$ cat config.mk
export PLATFORM = sky130hd
export DESIGN_NAME = rv_alu
export DESIGN_NICKNAME = d
export VERILOG_FILES = /design/src/rtl/rv_pkg.sv /design/src/rtl/rv_alu_decode.sv /design/src/rtl/rv_alu.sv
export SDC_FILE = /design/constraint.sdc
export NUM_CORES = 2
export LEC_CHECK = 0
export ABC_CLOCK_PERIOD_IN_PS = 32100
export CAP_MARGIN = 20
export CORE_ASPECT_RATIO = 0.7
export CORE_MARGIN = 2
export CORE_UTILIZATION = 45
export CTS_CLUSTER_SIZE = 20
export DETAILED_ROUTE_END_ITERATION = 10
export PLACE_DENSITY = 0.62
export SLEW_MARGIN = 10
export SYNTH_ARGS = -nofsm -noshare
export SYNTH_HDL_FRONTEND = slang
export SYNTH_HIERARCHICAL = 1
export SYNTH_SLANG_ARGS = --single-unit
$ cat constraint.sdc
create_clock -name clk -period 32.1 [get_ports clk]
set_input_delay 4.815 -clock clk [delete_from_list [all_inputs] [get_ports clk]]
set_output_delay 4.815 -clock clk [all_outputs]
set_load 0.1 [all_outputs]
$ cat src/rtl/rv_pkg.sv
// rv_pkg: shared RV32 opcode/funct codes, exception codes and the ALU op enum.
package rv_pkg;
    localparam logic [6:0] OPCODE_ALU     = 7'b0110011;
    localparam logic [6:0] OPCODE_ALU_IMM = 7'b0010011;
    localparam logic [6:0] OPCODE_BRANCH  = 7'b1100011;
    localparam logic [6:0] OPCODE_JUMP    = 7'b1101111;

    localparam logic [6:0] ADD_OR_AND_FUNCT7 = 7'b0000000;
    localparam logic [6:0] SUB_FUNCT7        = 7'b0100000;
    localparam logic [6:0] MUL_FUNCT7        = 7'b0000001;

    localparam logic [2:0] F3_ADD  = 3'b000;
    localparam logic [2:0] F3_SLL  = 3'b001;
    localparam logic [2:0] F3_SLT  = 3'b010;
    localparam logic [2:0] F3_SLTU = 3'b011;
    localparam logic [2:0] F3_XOR  = 3'b100;
    localparam logic [2:0] F3_SR   = 3'b101;
    localparam logic [2:0] F3_OR   = 3'b110;
    localparam logic [2:0] F3_AND  = 3'b111;

    localparam logic [31:0] EXC_NONE           = 32'd0;
    localparam logic [31:0] EXC_ILLEGAL_OPCODE = 32'd1;
    localparam logic [31:0] EXC_ILLEGAL_FUNCT  = 32'd2;

    typedef enum logic [3:0] {
        OP_ADD, OP_SUB, OP_SLL, OP_SLT, OP_SLTU, OP_XOR, OP_SRL,
        OP_SRA, OP_OR, OP_AND, OP_MUL, OP_BR, OP_JMP
    } alu_op_t;

    // funct3 mapping shared by register and immediate forms (shift right = logical)
    function automatic alu_op_t base_op(input logic [2:0] f3);
        case (f3)
            F3_SLL:  return OP_SLL;
            F3_SLT:  return OP_SLT;
            F3_SLTU: return OP_SLTU;
            F3_XOR:  return OP_XOR;
            F3_SR:   return OP_SRL;
            F3_OR:   return OP_OR;
            F3_AND:  return OP_AND;
            default: return OP_ADD;
        endcase
    endfunction
endpackage

$ cat src/rtl/rv_alu_decode.sv
// rv_alu_decode: opcode/funct7/funct3 -> ALU op and exception code.
//   opcode, funct7, funct3 : instruction fields
//   op                     : selected ALU operation
//   exc                    : 0 none, 1 illegal opcode, 2 illegal funct
module rv_alu_decode
    import rv_pkg::*;
(
    input  logic [6:0]  opcode,
    input  logic [6:0]  funct7,
    input  logic [2:0]  funct3,
    output alu_op_t     op,
    output logic [31:0] exc
);
    always_comb begin
        op  = OP_ADD;
        exc = EXC_NONE;
        case (opcode)
            OPCODE_ALU: begin
                if (funct7 == ADD_OR_AND_FUNCT7) op = base_op(funct3);
                else if (funct7 == SUB_FUNCT7 && funct3 == F3_ADD) op = OP_SUB;
                else if (funct7 == SUB_FUNCT7 && funct3 == F3_SR) op = OP_SRA;
                else if (funct7 == MUL_FUNCT7 && funct3 == F3_ADD) op = OP_MUL;
                else exc = EXC_ILLEGAL_FUNCT;
            end
            OPCODE_ALU_IMM: begin
                // funct7 only qualifies the shift encodings; other immediates ignore it
                op = base_op(funct3);
                if (funct3 == F3_SR && funct7 == SUB_FUNCT7) op = OP_SRA;
                else if ((funct3 == F3_SLL || funct3 == F3_SR) && funct7 != ADD_OR_AND_FUNCT7)
                    exc = EXC_ILLEGAL_FUNCT;
            end
            OPCODE_BRANCH: op = OP_BR;
            OPCODE_JUMP:   op = OP_JMP;
            default:       exc = EXC_ILLEGAL_OPCODE;
        endcase
    end
endmodule

$ cat src/rtl/rv_alu.sv
// rv_alu: RV32I+MUL execute-stage ALU with combinational result and sticky exception flag.
//   clk, reset             : clock, synchronous active-high reset (sticky flag only)
//   opcode, funct7, funct3 : instruction fields
//   aluIn1, aluIn2         : operands A and B
//   aluOut, zero           : result and branch equality flag (combinational)
//   exceptionCode          : 0 none, 1 illegal opcode, 2 illegal funct (combinational)
//   excSticky              : registered, set by any exception until reset
module rv_alu
    import rv_pkg::*;
(
    input  logic        clk,
    input  logic        reset,
    input  logic [6:0]  opcode,
    input  logic [6:0]  funct7,
    input  logic [2:0]  funct3,
    input  logic [31:0] aluIn1,
    input  logic [31:0] aluIn2,
    output logic [31:0] aluOut,
    output logic        zero,
    output logic [31:0] exceptionCode,
    output logic        excSticky
);
    alu_op_t     op;
    logic [31:0] result;
    logic [4:0]  shamt;

    rv_alu_decode u_decode (
        .opcode (opcode),
        .funct7 (funct7),
        .funct3 (funct3),
        .op     (op),
        .exc    (exceptionCode)
    );

    assign shamt = aluIn2[4:0];

    always_comb begin
        result = '0;
        case (op)
            OP_SUB:  result = aluIn1 - aluIn2;
            OP_SLL:  result = aluIn1 << shamt;
            OP_SLT:  result = {31'd0, $signed(aluIn1) < $signed(aluIn2)};
            OP_SLTU: result = {31'd0, aluIn1 < aluIn2};
            OP_XOR:  result = aluIn1 ^ aluIn2;
            OP_SRL:  result = aluIn1 >> shamt;
            OP_SRA:  result = $signed(aluIn1) >>> shamt;
            OP_OR:   result = aluIn1 | aluIn2;
            OP_AND:  result = aluIn1 & aluIn2;
            OP_MUL:  result = aluIn1 * aluIn2;
            default: result = aluIn1 + aluIn2;
        endcase
    end

    assign aluOut = (exceptionCode == EXC_NONE) ? result : '0;
    assign zero   = (op == OP_BR) && (aluIn1 == aluIn2);

    always_ff @(posedge clk) begin
        if (reset) excSticky <= 1'b0;
        else if (exceptionCode != EXC_NONE) excSticky <= 1'b1;
    end
endmodule

==> impl_metrics.env <==
export IMPL_tightest_slew_ns=1.254
export IMPL_synth_top_cell_by_area="fa_1"
export IMPL_drtIter0Drc=3388
export IMPL_vias=24551
export IMPL_synth_area_leaders="fa_1 (34%), ha_1 (11%), nor2_1 (7.4%)"
export IMPL_timing_rr_start="excSticky$_SDFFE_PP0N_"
export IMPL_setup_tns_ns=0
export IMPL_die_w_um=282.7
export IMPL_design_core_area_um2=53750
export IMPL_antenna_found_initial=7
export IMPL_startpoint="aluIn2[6]"
export IMPL_vias_per_cell=6.326
export IMPL_finalHoldViolCount=0
export IMPL_syn_inst=3149
export IMPL_slowest_delay_ns=1.24
export IMPL_ys_warn_count=6
export IMPL_skew_ns=0
export IMPL_largestRegisters="excSticky (1)"
export IMPL_io_buffer_count=118
export IMPL_ctsHoldBuffers=0
export IMPL_post_drt_wl_per_cell_um=31.29
export IMPL_end_kind="output pin"
export IMPL_track_usage_pct=43.43
export IMPL_status="complete, no violations"
export IMPL_reg2reg_depth=2
export IMPL_path_clk_slew_ns=0
export IMPL_critPathArrivalTime_ns=15.11
export IMPL_r2r_slack_ns=31.55
export IMPL_drt_first_pass_iters=6
export IMPL_largest_reg_flops=1
export IMPL_drv_slew=0
export IMPL_critPathTopFamily="adder cells"
export IMPL_period_share_pct=62.08
export IMPL_regMostFlops="excSticky"
export IMPL_crit_path_max_fanout=22
export IMPL_slew_headroom_pct=16.06
export IMPL_cp_required_ns=27.28
export IMPL_area_growth_pct=7.374
export IMPL_max_cap_viol_count=0
export IMPL_synth_top_area_share_pct=33.54
export IMPL_r2r_end="excSticky$_SDFFE_PP0N_"
export IMPL_dp_hpwl_mm=95.51
export IMPL_grt_pass1_vias=23992
export IMPL_synth_edf_count=0
export IMPL_syn_area_per_cell_um2=7.770
export IMPL_yosysUniqueCellTypes=95
export IMPL_grt_max_degree=45
export IMPL_drive_above_1_share_pct=5.275
export IMPL_ant_nets=0
export IMPL_dieArea_um2=56290
export IMPL_cts_resized=0
export IMPL_overflow=0
export IMPL_die_h_um=199.1
export IMPL_clk_latency_ns=0
export IMPL_period_minus_slack_ns=19.93
export IMPL_path_depth=27
export IMPL_setup_violations=0
export IMPL_rsz0062_at_grt="no"
export IMPL_worst_hold_path_type="reg -> reg"
export IMPL_route_detailed_drc=0
export IMPL_timing_fmax_mhz=50.18
export IMPL_worstSetupPathType="in -> out"
export IMPL_seq_area_frac_synth_pct=0.08182
export IMPL_nets=3862
export IMPL_routed_wl_mm=121.4
export IMPL_cp_endpoint="aluOut[27]"
export IMPL_fin_util_pct=48.88
export IMPL_path_buf_inv=7
export IMPL_ys_async_sr_fraction_pct=0
export IMPL_ys_flop_type="dfxtp_1"
export IMPL_cp_slowest_cell="clkdlybuf4s50_1"
export IMPL_start_util_pct=45.53
export IMPL_syn_cell_area_um2=24470
export IMPL_start_kind="input pin"
export IMPL_path_common_cell="fa_1"
export IMPL_io_pins=149
export IMPL_grt_pass1_wl_mm=174.4
export IMPL_gp_congestion=1.054
export IMPL_post_cts_buffers=0
export IMPL_rows=71
export IMPL_ys_ff_latch=1
## cells by family after synthesis
family / count (synthesis) / synth area share (%)
and+or+nand+nor: 1011 / 17.42
buffers and inverters: 716 / 11.62
adders and majority gates: 630 / 44.79
AOI/OAI and AO/OA: 555 / 15.48
xor gates and xnor gates: 127 / 4.577
muxes: 108 / 6.003
other: 1 / 0.01533
DFF: 1 / 0.08182
## synthesized netlist by cell type, drive strengths merged (43+ instances only)
cell type / n
ha: 220
a21oi: 137
inv: 478
buf: 87
nor3: 43
o21ai: 112
nand2: 327
fa: 410
nor2: 485
a221oi: 44
clkbuf: 138
mux2i: 68
xnor2: 103
## metal layers
metal	vias up	part of all wire, %	wire length (um)	global-route usage (%)
met5	-	0.11	136	0
met4	8	3.6	4394	12.78
met3	289	15	17980	18.87
met2	1706	39	47320	58.54
met1	12369	42	51600	62.05
li1	10179	-	-	-
## worst min path at each step
stage,cells past startpoint,slack (ns),endpoint,startpoint
floorplan,2,0.91,excSticky$_SDFFE_PP0N_,excSticky$_SDFFE_PP0N_
global placement,2,0.45,excSticky$_SDFFE_PP0N_,excSticky$_SDFFE_PP0N_
detailed placement,2,0.47,excSticky$_SDFFE_PP0N_,excSticky$_SDFFE_PP0N_
CTS,2,0.47,excSticky$_SDFFE_PP0N_,excSticky$_SDFFE_PP0N_
global route,2,0.51,excSticky$_SDFFE_PP0N_,excSticky$_SDFFE_PP0N_
finish,2,0.47,excSticky$_SDFFE_PP0N_,excSticky$_SDFFE_PP0N_
## metrics by stage
stage	worst slack, ns	hold slack (ns)	std cells	cell area (um^2)
floorplan	11.83	0.9147	3178	24580
global placement	12.49	0.4521	3873	26220
detailed placement	12.35	0.4723	3874	26240
CTS	12.31	0.4739	3874	26240
global route	12.04	0.5051	3878	26270
finish	12.17	0.4700	3881	26270
## layout make-up
type / instances / area, um^2
Fill cell: 5345 / 27470
Sequential cell: 1 / 20.02
Inverter: 491 / 1843
Multi-Input combinational cell: 2461 / 21740
Timing Repair Buffer: 194 / 1744
Tap cell: 730 / 913.4
Antenna cell: 4 / 10.01
## worst min-delay path, delay by kind of cell, from the launching register on
family / cells / cell delay (ns)
simple gates: 2 / 0.12
flops: 1 / 0.31
## cell usage in the layout, fill, tap and decap left out, drive strengths merged, types with 19 or more instances in the layout
master           n
a211oi          29
a21o            32
a21oi          137
a221oi          44
buf             79
clkdlybuf4s50  113
conb            30
fa             410
ha             220
inv            478
mux2i           68
mux4            30
nand2          327
nand2b          23
nand3           30
nor2           485
nor2b           19
nor3            43
nor4            21
o211ai          20
o21ai          112
xnor2          103
xor2            24
